--- src/rtl/writeback_arbiter_if.sv ---
// rtl/writeback_arbiter_if.sv - producer slots and register-file write port bundle
interface writeback_arbiter_if #(
  parameter int XLEN = 32,
  parameter int NSRC = 3
);
  logic [NSRC-1:0]           i_src_valid;
  logic [NSRC-1:0]           o_src_ready;
  logic [NSRC-1:0][4:0]      i_src_rd;
  logic [NSRC-1:0][XLEN-1:0] i_src_data;
  logic [4:0]                o_rd;
  logic [XLEN-1:0]           o_rd_din;
  logic                      o_reg_write;
  logic [31:0]               o_pending;

  modport slave (
    input  i_src_valid, i_src_rd, i_src_data,
    output o_src_ready, o_rd, o_rd_din, o_reg_write, o_pending
  );

  modport master (
    output i_src_valid, i_src_rd, i_src_data,
    input  o_src_ready, o_rd, o_rd_din, o_reg_write, o_pending
  );
endinterface

--- src/rtl/writeback_arbiter.sv ---
// rtl/writeback_arbiter.sv - three-source writeback arbiter with same-rd ordering
// WB_RR_ARB_EN selects round-robin arbitration; undefined gives fixed priority 0>1>2.
module writeback_arbiter #(
  parameter int XLEN = 32,
  parameter int NSRC = 3
) (
  input  logic                i_clk,
  input  logic                i_rst,
  writeback_arbiter_if.slave  wb
);
  localparam int IW = $clog2(NSRC);

  logic [NSRC-1:0]            occ_q, occ_d;
  logic [NSRC-1:0][4:0]       rd_q, rd_d;
  logic [NSRC-1:0][XLEN-1:0]  data_q, data_d;
  logic [NSRC-1:0][NSRC-1:0]  mask_q, mask_d;

  logic [NSRC-1:0]            eligible, grant, ready, acc, occ_after;
  logic [NSRC-1:0][4:0]       rd_after;
  logic                       gnt_vld;
  logic [IW-1:0]              gnt_idx;
  logic [31:0]                pend;

`ifdef WB_RR_ARB_EN
  logic [IW-1:0]              ptr_q, ptr_d;
`endif

  always_comb begin
    for (int s = 0; s < NSRC; s++) begin
      eligible[s] = occ_q[s] & (mask_q[s] == '0);
    end
  end

  always_comb begin
    int j;
    j       = 0;
    gnt_vld = 1'b0;
    gnt_idx = '0;
`ifdef WB_RR_ARB_EN
    // Search starts one past the last granted source.
    for (int k = 1; k <= NSRC; k++) begin
      j = (int'(ptr_q) + k) % NSRC;
      if (!gnt_vld && eligible[j]) begin
        gnt_vld = 1'b1;
        gnt_idx = IW'(j);
      end
    end
    ptr_d = gnt_vld ? gnt_idx : ptr_q;
`else
    for (int s = 0; s < NSRC; s++) begin
      if (!gnt_vld && eligible[s]) begin
        gnt_vld = 1'b1;
        gnt_idx = IW'(s);
      end
    end
`endif
    grant = '0;
    if (gnt_vld) grant[gnt_idx] = 1'b1;
  end

  assign ready = {NSRC{~i_rst}} & (~occ_q | grant);
  assign acc   = wb.i_src_valid & ready;

  always_comb begin
    for (int t = 0; t < NSRC; t++) begin
      occ_after[t] = acc[t] | (occ_q[t] & ~grant[t]);
      rd_after[t]  = acc[t] ? wb.i_src_rd[t] : rd_q[t];
    end
  end

  always_comb begin
    occ_d  = occ_q;
    rd_d   = rd_q;
    data_d = data_q;
    mask_d = mask_q;
    for (int s = 0; s < NSRC; s++) begin
      if (acc[s]) begin
        occ_d[s]  = 1'b1;
        rd_d[s]   = wb.i_src_rd[s];
        data_d[s] = wb.i_src_data[s];
        // Younger same-cycle arrivals (higher index) never block an older one.
        for (int t = 0; t < NSRC; t++) begin
          mask_d[s][t] = (t != s) && occ_after[t] &&
                         (rd_after[t] == wb.i_src_rd[s]) && !(acc[t] && (t > s));
        end
      end else if (grant[s]) begin
        occ_d[s]  = 1'b0;
        mask_d[s] = '0;
      end else begin
        mask_d[s] = mask_q[s] & ~grant;
      end
    end
  end

  always_ff @(posedge i_clk or posedge i_rst) begin
    if (i_rst) begin
      occ_q  <= '0;
      rd_q   <= '0;
      data_q <= '0;
      mask_q <= '0;
`ifdef WB_RR_ARB_EN
      ptr_q  <= IW'(NSRC - 1);
`endif
    end else begin
      occ_q  <= occ_d;
      rd_q   <= rd_d;
      data_q <= data_d;
      mask_q <= mask_d;
`ifdef WB_RR_ARB_EN
      ptr_q  <= ptr_d;
`endif
    end
  end

  always_comb begin
    pend = '0;
    for (int s = 0; s < NSRC; s++) begin
      if (occ_q[s]) pend[rd_q[s]] = 1'b1;
    end
    pend[0] = 1'b0;
  end

  assign wb.o_src_ready = ready;
  assign wb.o_pending   = pend;
  assign wb.o_rd        = gnt_vld ? rd_q[gnt_idx] : 5'd0;
  assign wb.o_rd_din    = gnt_vld ? data_q[gnt_idx] : '0;
  assign wb.o_reg_write = gnt_vld && (rd_q[gnt_idx] != 5'd0);
endmodule

--- src/flat_wrapper.sv ---
// flat-port wrapper written by rule: the top's interface ports become plain ports
module writeback_arbiter_flat 
#(
  parameter int XLEN = 32,
  parameter int NSRC = 3
)
  (i_clk, i_rst, wb_i_src_valid, wb_i_src_rd, wb_i_src_data, wb_o_src_ready, wb_o_rd, wb_o_rd_din, wb_o_reg_write, wb_o_pending);
  writeback_arbiter_if #(.XLEN(XLEN), .NSRC(NSRC)) wb_i ();
  input  logic i_clk;
  input  logic i_rst;
  input wire logic [$bits(wb_i.i_src_valid)-1:0] wb_i_src_valid;
  input wire logic [$bits(wb_i.i_src_rd)-1:0] wb_i_src_rd;
  input wire logic [$bits(wb_i.i_src_data)-1:0] wb_i_src_data;
  output wire logic [$bits(wb_i.o_src_ready)-1:0] wb_o_src_ready;
  output wire logic [$bits(wb_i.o_rd)-1:0] wb_o_rd;
  output wire logic [$bits(wb_i.o_rd_din)-1:0] wb_o_rd_din;
  output wire logic [$bits(wb_i.o_reg_write)-1:0] wb_o_reg_write;
  output wire logic [$bits(wb_i.o_pending)-1:0] wb_o_pending;
  assign wb_i.i_src_valid = wb_i_src_valid;
  assign wb_i.i_src_rd = wb_i_src_rd;
  assign wb_i.i_src_data = wb_i_src_data;
  assign wb_o_src_ready = wb_i.o_src_ready;
  assign wb_o_rd = wb_i.o_rd;
  assign wb_o_rd_din = wb_i.o_rd_din;
  assign wb_o_reg_write = wb_i.o_reg_write;
  assign wb_o_pending = wb_i.o_pending;
  writeback_arbiter #(.XLEN(XLEN), .NSRC(NSRC)) u_core (.i_clk(i_clk), .i_rst(i_rst), .wb(wb_i));
endmodule
--- config.mk ---
export PLATFORM = sky130hd
export DESIGN_NAME = writeback_arbiter_flat
export DESIGN_NICKNAME = d
export VERILOG_FILES = /design/src/rtl/writeback_arbiter_if.sv /design/src/rtl/writeback_arbiter.sv /design/src/flat_wrapper.sv
export SDC_FILE = /design/constraint.sdc
export NUM_CORES = 1
export LEC_CHECK = 0
export ABC_CLOCK_PERIOD_IN_PS = 4300
export CAP_MARGIN = 20
export CORE_ASPECT_RATIO = 0.9
export CORE_MARGIN = 3
export CORE_UTILIZATION = 35
export CTS_BUF_LIST = sky130_fd_sc_hd__clkbuf_4 sky130_fd_sc_hd__clkbuf_8 sky130_fd_sc_hd__clkbuf_16
export CTS_CLUSTER_SIZE = 10
export DETAILED_ROUTE_END_ITERATION = 10
export MAX_ROUTING_LAYER = met4
export PLACE_DENSITY = 0.67
export SLEW_MARGIN = 5
export SYNTH_ARGS = -nofsm -noshare
export SYNTH_HDL_FRONTEND = slang
export SYNTH_SLANG_ARGS = --single-unit
--- constraint.sdc ---
create_clock -name i_clk -period 4.3 [get_ports i_clk]
set_clock_uncertainty 0.2 [all_clocks]
set_input_delay 0.645 -clock i_clk [delete_from_list [all_inputs] [get_ports i_clk]]
set_output_delay 0.645 -clock i_clk [all_outputs]
set_load 0.02 [all_outputs]
# Yosys cells after proc, flatten, opt, wreduce, memory -nomap -nowiden

Cells that the tools add are included.

Register bits after elaboration: 123
Logic and storage cells: 114
Output and inout bits: 73

Bitwise operators: 23
Mux-type cells: 38
Reductions and logical operators: 27
Magnitude comparators: 8
Equality and inequality tests: 6

Operators by type and width:

| cell                                                                          | count |
|---|---|
| 32-bit two-way mux                                                            | 5 |
| 32-bit binary-select mux with 2-bit select                                    | 1 |
| 32-bit bitwise OR                                                             | 2 |
| 5-bit equality test                                                           | 6 |
| 5-bit two-way mux                                                             | 5 |
| 3-bit two-way mux                                                             | 7 |
| 5-bit by 6-bit less-than comparator with 1-bit output (second input constant) | 3 |
| 1-bit logical AND                                                             | 16 |
| 3-bit AND                                                                     | 5 |
| 1-bit demux with 5-bit select                                                 | 3 |
| 5-bit by 1-bit >= comparator with 1-bit output (second input constant)        | 3 |
| 1-bit two-way mux                                                             | 14 |
| 5-bit binary-select mux with 2-bit select                                     | 1 |
| 3-bit zero test                                                               | 3 |
| 1-bit AND                                                                     | 6 |
| 3-bit NOT                                                                     | 2 |
| 2-bit nonzero test                                                            | 3 |
| 5-bit nonzero test                                                            | 1 |
| 1-bit zero test                                                               | 4 |
| 1-bit NOT                                                                     | 4 |
| 2-bit by 3-bit less-than comparator with 1-bit output (second input constant) | 1 |
| 1-bit bitwise OR                                                              | 3 |
| 3-bit bitwise OR                                                              | 1 |
| 1-bit demux with 2-bit select                                                 | 1 |
| 2 further kinds                                                               | 2 |

# Longest topological paths before layout

Depth after elaboration: 22
Mapped depth: 8
Depth with buffers taken out: 6

# Least setup slack after synthesis

Ideal clock, no wire load.

Path kind: in2reg
Start point: input port i_rst
End point: register u_core.mask_q[3] (netlist bit)
Path buffers: 0
Library setup time: 83 ps
Arrival: 5,054 ps
Path slack: -1,037 ps
Stages: 6
Path through: inv_1 nand3_1 mux2i_1 xnor2_1 o2111ai_1 o21ai_0

RTL lines:

| what                 | line                     | RTL |
|---|---|---|
| start, declared      | flat_wrapper.sv:10       | `input logic i_rst;` |
| end signal, assigned | writeback_arbiter.sv:108 | `mask_q <= mask_d;` |
| end, declared        | writeback_arbiter.sv:16  | `logic [NSRC-1:0][NSRC-1:0] mask_q, mask_d;` |

# Final worst setup path

Start point: register u_core.occ_q[1]
End point: output port wb_o_reg_write

Cells in the longest elaborated chain, start to end: 10
Elaborated cells between the ends (all ways): 12
Those cells by class: mux: 6; bitwise: 1; reduce/logical: 5

Ends and longest elaborated chain:

| what                                      | line                     | RTL |
|---|---|---|
| start, declared                           | writeback_arbiter.sv:13  | `logic [NSRC-1:0] occ_q, occ_d;` |
| start signal, assigned                    | writeback_arbiter.sv:97  | `occ_q <= '0;` |
| start signal, assigned                    | writeback_arbiter.sv:105 | `occ_q <= occ_d;` |
| 1-bit AND (*)                             | writeback_arbiter.sv:30  | `eligible[s] = occ_q[s] & (mask_q[s] == '0);` |
| 1-bit logical AND (*)                     | writeback_arbiter.sv:51  | `if (!gnt_vld && eligible[s]) begin` |
| 1-bit two-way mux                         | writeback_arbiter.sv:51  |  |
| 1-bit zero test                           | writeback_arbiter.sv:51  |  |
| 1-bit logical AND                         | writeback_arbiter.sv:51  |  |
| 2-bit two-way mux                         | writeback_arbiter.sv:51  |  |
| 5-bit binary-select mux with 2-bit select | writeback_arbiter.sv:127 | `assign wb.o_reg_write = gnt_vld && (rd_q[gnt_idx] != 5'd0);` |
| 5-bit two-way mux (implied by the code)   | writeback_arbiter.sv:127 |  |
| 5-bit nonzero test                        | writeback_arbiter.sv:127 |  |
| 1-bit logical AND (*)                     | writeback_arbiter.sv:127 |  |
| end, declared                             | flat_wrapper.sv:17       | `output wire logic [$bits(wb_i.o_reg_write)-1:0] wb_o_reg_write;` |

Mark *: on every way between the ends. The rest lies on a longest branch, timed or not. The select of a mux whose other input is x is not followed.

==> results.py <==
metrics = {
    "status": {
        "run_status": "completed",
    },
    "hold_path": {
        "path_type_of_the_worst_min_delay_path": "reg2reg",
    },
    "cts": {
        "cts.repair_timing.setup_buffer_count": 0,
        "clock_latency_ps": 420,
        "cts_repair_resize_count": 0,
        "clk_slew_on_worst_s_h_paths_ps": 50,
        "cts_tree": "yes",
        "cts.htree.levels": 4,
        "clockRootBuffer": "sky130_fd_sc_hd__clkbuf_16",
        "cts_inserted_buffers": 17,
        "clock_path_buffers": 2,
        "clock_sinks": 123,
        "cts-hold-fix-buffers": 0,
    },
    "floorplanning": {
        "die_h_um": 139,
        "ios": 189,
        "floorplan.rows": 47,
        "initial_core_utilization_pct": 36.4,
        "fp.coreArea_mm2": 0.0188,
        "die_w_um": 154,
        "die_area_mm2": 0.0213,
    },
    "timing": {
        "max_slew_margin_pct": 43.7,
        "post-route-period-util_pct": 93.2,
        "final-max-slew-violation-count": 0,
        "hold_slack_ps": 278,
        "fmax_ghz": 0.249,
        "rsz_0062_raised_after_global_routing": "no",
        "period_needed_ps": 4010,
        "post_route_setup_tns_ps": 0,
        "setup_viol": 0,
        "final-hold-violation-count": 0,
        "timing_worst_slew_pin_value_ps": 844,
    },
    "global_routing": {
        "global_route.usage.met3_pct": 6.52,
        "grt_use_met2_pct": 32.0,
        "overflow": 0,
        "number_of_global_route_vias_before_repair": 6370,
        "groute.layer.met1.usage_pct": 28.5,
        "top_usage_layer": "met2",
        "antenna_found_initial": 0,
        "grtUsageTotal_pct": 21.4,
        "maximum_number_of_pins_on_one_net_before_global_route_repair": 67,
        "grt_pass1_wl_um": 35500,
    },
    "setup_path": {
        "worstSetupStartpointType": "flip-flop",
        "setup.reg_to_reg.worst_slack_ps": 1200,
        "worst-r2r-cell-count": 8,
        "worstPathRequired_ps": 3450,
        "worstSetupEndpointType": "output pin",
        "r2r-end": "u_core.mask_q[5]",
        "critPathKind": "reg2out",
        "endpoint": "wb_o_reg_write",
        "worstPathMaxFanout": 14,
        "crit_path_start": "u_core.occ_q[1]",
        "timing.rr.start": "u_core.occ_q[1]",
        "cp.arrival_ps": 3160,
    },
    "finish": {
        "antenna-diode-count": 0,
        "register_area_mm2": 0.00308,
        "finish.net_count": 1031,
        "area_occupied_by_multi_input_gates_mm2": 0.00349,
        "layout_area_growth_over_synthesis_pct": 38.8,
        "drive_gt1_share_pct": 14.1,
        "n_fill_cell": 1809,
    },
    "routing": {
        "drt_pre_antenna_iters": 5,
        "via_count": 6277,
        "drt_drc_violations_left": 0,
        "route.detailed.vias_per_inst": 5.36,
        "detail_route.wirelength_um": 22000,
        "post_route_ant_nets": 0,
        "detail_route.wl_per_cell_um": 18.8,
        "dr.first_iter.drc_count": 584,
    },
    "yosys": {
        "yosys_most_used_dff": "sky130_fd_sc_hd__dfrtp_1",
        "synth.lib_cells_used.distinct": 56,
        "ys.warnings.count": 0,
        "post-synth-top-area-cell": "sky130_fd_sc_hd__dfrtp_1",
        "syn_avg_cell_area_um2": 9.10,
        "gate_count_of_the_mapped_netlist": 753,
        "fraction_of_registers_with_async_set_reset_pct": 100,
        "synthDominantCellAreaShare_pct": 44.9,
        "post_synth_instance_area_mm2": 0.00686,
        "ys_seq_elements": 123,
        "synthTopCellsByArea": "sky130_fd_sc_hd__dfrtp_1 (45%), sky130_fd_sc_hd__mux2_2 (11%), sky130_fd_sc_hd__nand2_1 (10%), sky130_fd_sc_hd__nor2_1 (4.5%), sky130_fd_sc_hd__a221oi_1 (4.5%)",
        "synth_enable_flop_cells": 0,
        "seq_area_frac_synth_pct": 44.9,
        "postSynthNetCount": 869,
    },
    "place": {
        "hpwl_um": 15700,
        "routabilityCongestion": 0.898,
        "port_buffers": 187,
    },
    "power": {
        "worst_vdd_ir_v": 0.000335,
        "total_power_after_layout_mw": 5.03,
        "static-leakage-power_nw": 4.15,
        "power-per-cell-area_mw_per_mm2": 528,
    },
    "flow_run": {
        "max-cap-violations": 0,
    },
}
[per-stage QoR]
step           util, %  instance area [um2]  cells  setup WS, ps
2_1_floorplan        -                 6860    753          91.5
3_3_place_gp      47.6                 8950   1140           726
3_5_place_dp      47.6                 8950   1140           750
4_1_cts           50.5                 9510   1171           286
5_1_grt           50.6                 9520   1172           103
6_report          50.6                 9520   1172           291
[kinds of logic (layout without fill, tap and decap cells)]
group           Yosys count  count (layout)  share of synthesized area (%)
other cells               1               1                         0.0547
compound gates          116             116                           13.3
simple gates            327             327                           20.8
mux                      71              71                           11.7
buf+inv                  79             253                           4.76
xor+xnor                 36              36                           4.60
flops                   123             123                           44.9
[report_power, final]
group          leakage, nW  switching [mW]  internal (mW)  total (mW)
clock network        0.264           0.521          0.823        1.34
registers             1.49           0.314           1.48        1.79
logic                 2.40           0.982          0.908        1.89
total                 4.15            1.82           3.21        5.03
[cell type report]
class	count	area share, %
clock buffer	20	4.84
inverter	14	0.592
multi-input combinational	551	36.7
tap	245	3.22
clock inverter	11	1.01
sequential	123	32.3
timing repair buffer	208	21.3
[sequential cells by signal (all words and copies together), names as in the netlist]
name           count
u_core.data_q     96
u_core.rd_q       15
u_core.mask_q      9
u_core.occ_q       3
[routing by layer]
metal	share of wire [%]	wire, um
met1	44	9730
met2	45	9940
met3	9.1	2000
met4	1.7	378
met5	0	0
[layout by cell type (no fill, tap or decap), drive strengths merged, types with 3 or more instances in the layout]
| master | instances |
|---|---|
| nor3 | 7 |
| o22ai | 3 |
| inv | 14 |
| o21a | 3 |
| nor2 | 82 |
| or4b | 3 |
| clkinvlp | 6 |
| nand3 | 9 |
| nor3b | 12 |
| o2111ai | 3 |
| and2 | 4 |
| nand4 | 5 |
| and3 | 6 |
| o21ai | 13 |
| a22oi | 29 |
| o31ai | 4 |
| nor4b | 3 |
| clkdlybuf4s50 | 187 |
| a221oi | 35 |
| clkbuf | 21 |
| mux2 | 69 |
| clkinv | 4 |
| dfrtp | 123 |
| a21oi | 7 |
| nand2 | 184 |
| xnor2 | 22 |
| and3b | 5 |
| buf | 20 |
| xor2 | 14 |
[critical path, stage by stage, from the launching register on]
cell,delay (ps)
sky130_fd_sc_hd__dfrtp_1,620
sky130_fd_sc_hd__or4b_2,780
sky130_fd_sc_hd__nand2_1,180
sky130_fd_sc_hd__o22ai_1,100
sky130_fd_sc_hd__nand2_1,80
sky130_fd_sc_hd__o21ai_0,120
sky130_fd_sc_hd__a41oi_1,220
sky130_fd_sc_hd__clkdlybuf4s50_1,650
[worst min-delay path by stage]
stage                                  from           endpoint  slack [ps]  depth (start not counted)
after floorplan           u_core.data_q[32]  u_core.data_q[32]         250                          2
after global placement    u_core.data_q[40]  u_core.data_q[40]         260                          2
after detailed placement  u_core.data_q[54]  u_core.data_q[54]         260                          2
after CTS                 u_core.data_q[54]  u_core.data_q[54]         280                          2
after global routing      u_core.data_q[47]  u_core.data_q[47]         300                          2
final                     u_core.data_q[48]  u_core.data_q[48]         280                          2
[cell usage after synthesis (3+ instances only)]
cell type                   instances
sky130_fd_sc_hd__nand2_1          183
sky130_fd_sc_hd__dfrtp_1          123
sky130_fd_sc_hd__nor2_1            82
sky130_fd_sc_hd__mux2_2            68
sky130_fd_sc_hd__clkbuf_1          46
sky130_fd_sc_hd__a221oi_1          35
sky130_fd_sc_hd__a22oi_1           29
sky130_fd_sc_hd__xnor2_1           22
sky130_fd_sc_hd__inv_1             14
sky130_fd_sc_hd__xor2_1            14
sky130_fd_sc_hd__o21ai_0           13
sky130_fd_sc_hd__nor3b_1           12
sky130_fd_sc_hd__nand3_1            9
sky130_fd_sc_hd__buf_2              8
sky130_fd_sc_hd__a21oi_1            7
sky130_fd_sc_hd__buf_1              7
sky130_fd_sc_hd__nor3_1             7
sky130_fd_sc_hd__and3_1             6
sky130_fd_sc_hd__and3b_1            5
sky130_fd_sc_hd__nand4_1            5
sky130_fd_sc_hd__and2_1             4
sky130_fd_sc_hd__o2111ai_1          3
sky130_fd_sc_hd__o21a_1             3
sky130_fd_sc_hd__o22ai_1            3
sky130_fd_sc_hd__o31ai_1            3
Power figures use the tool's default switching activity.
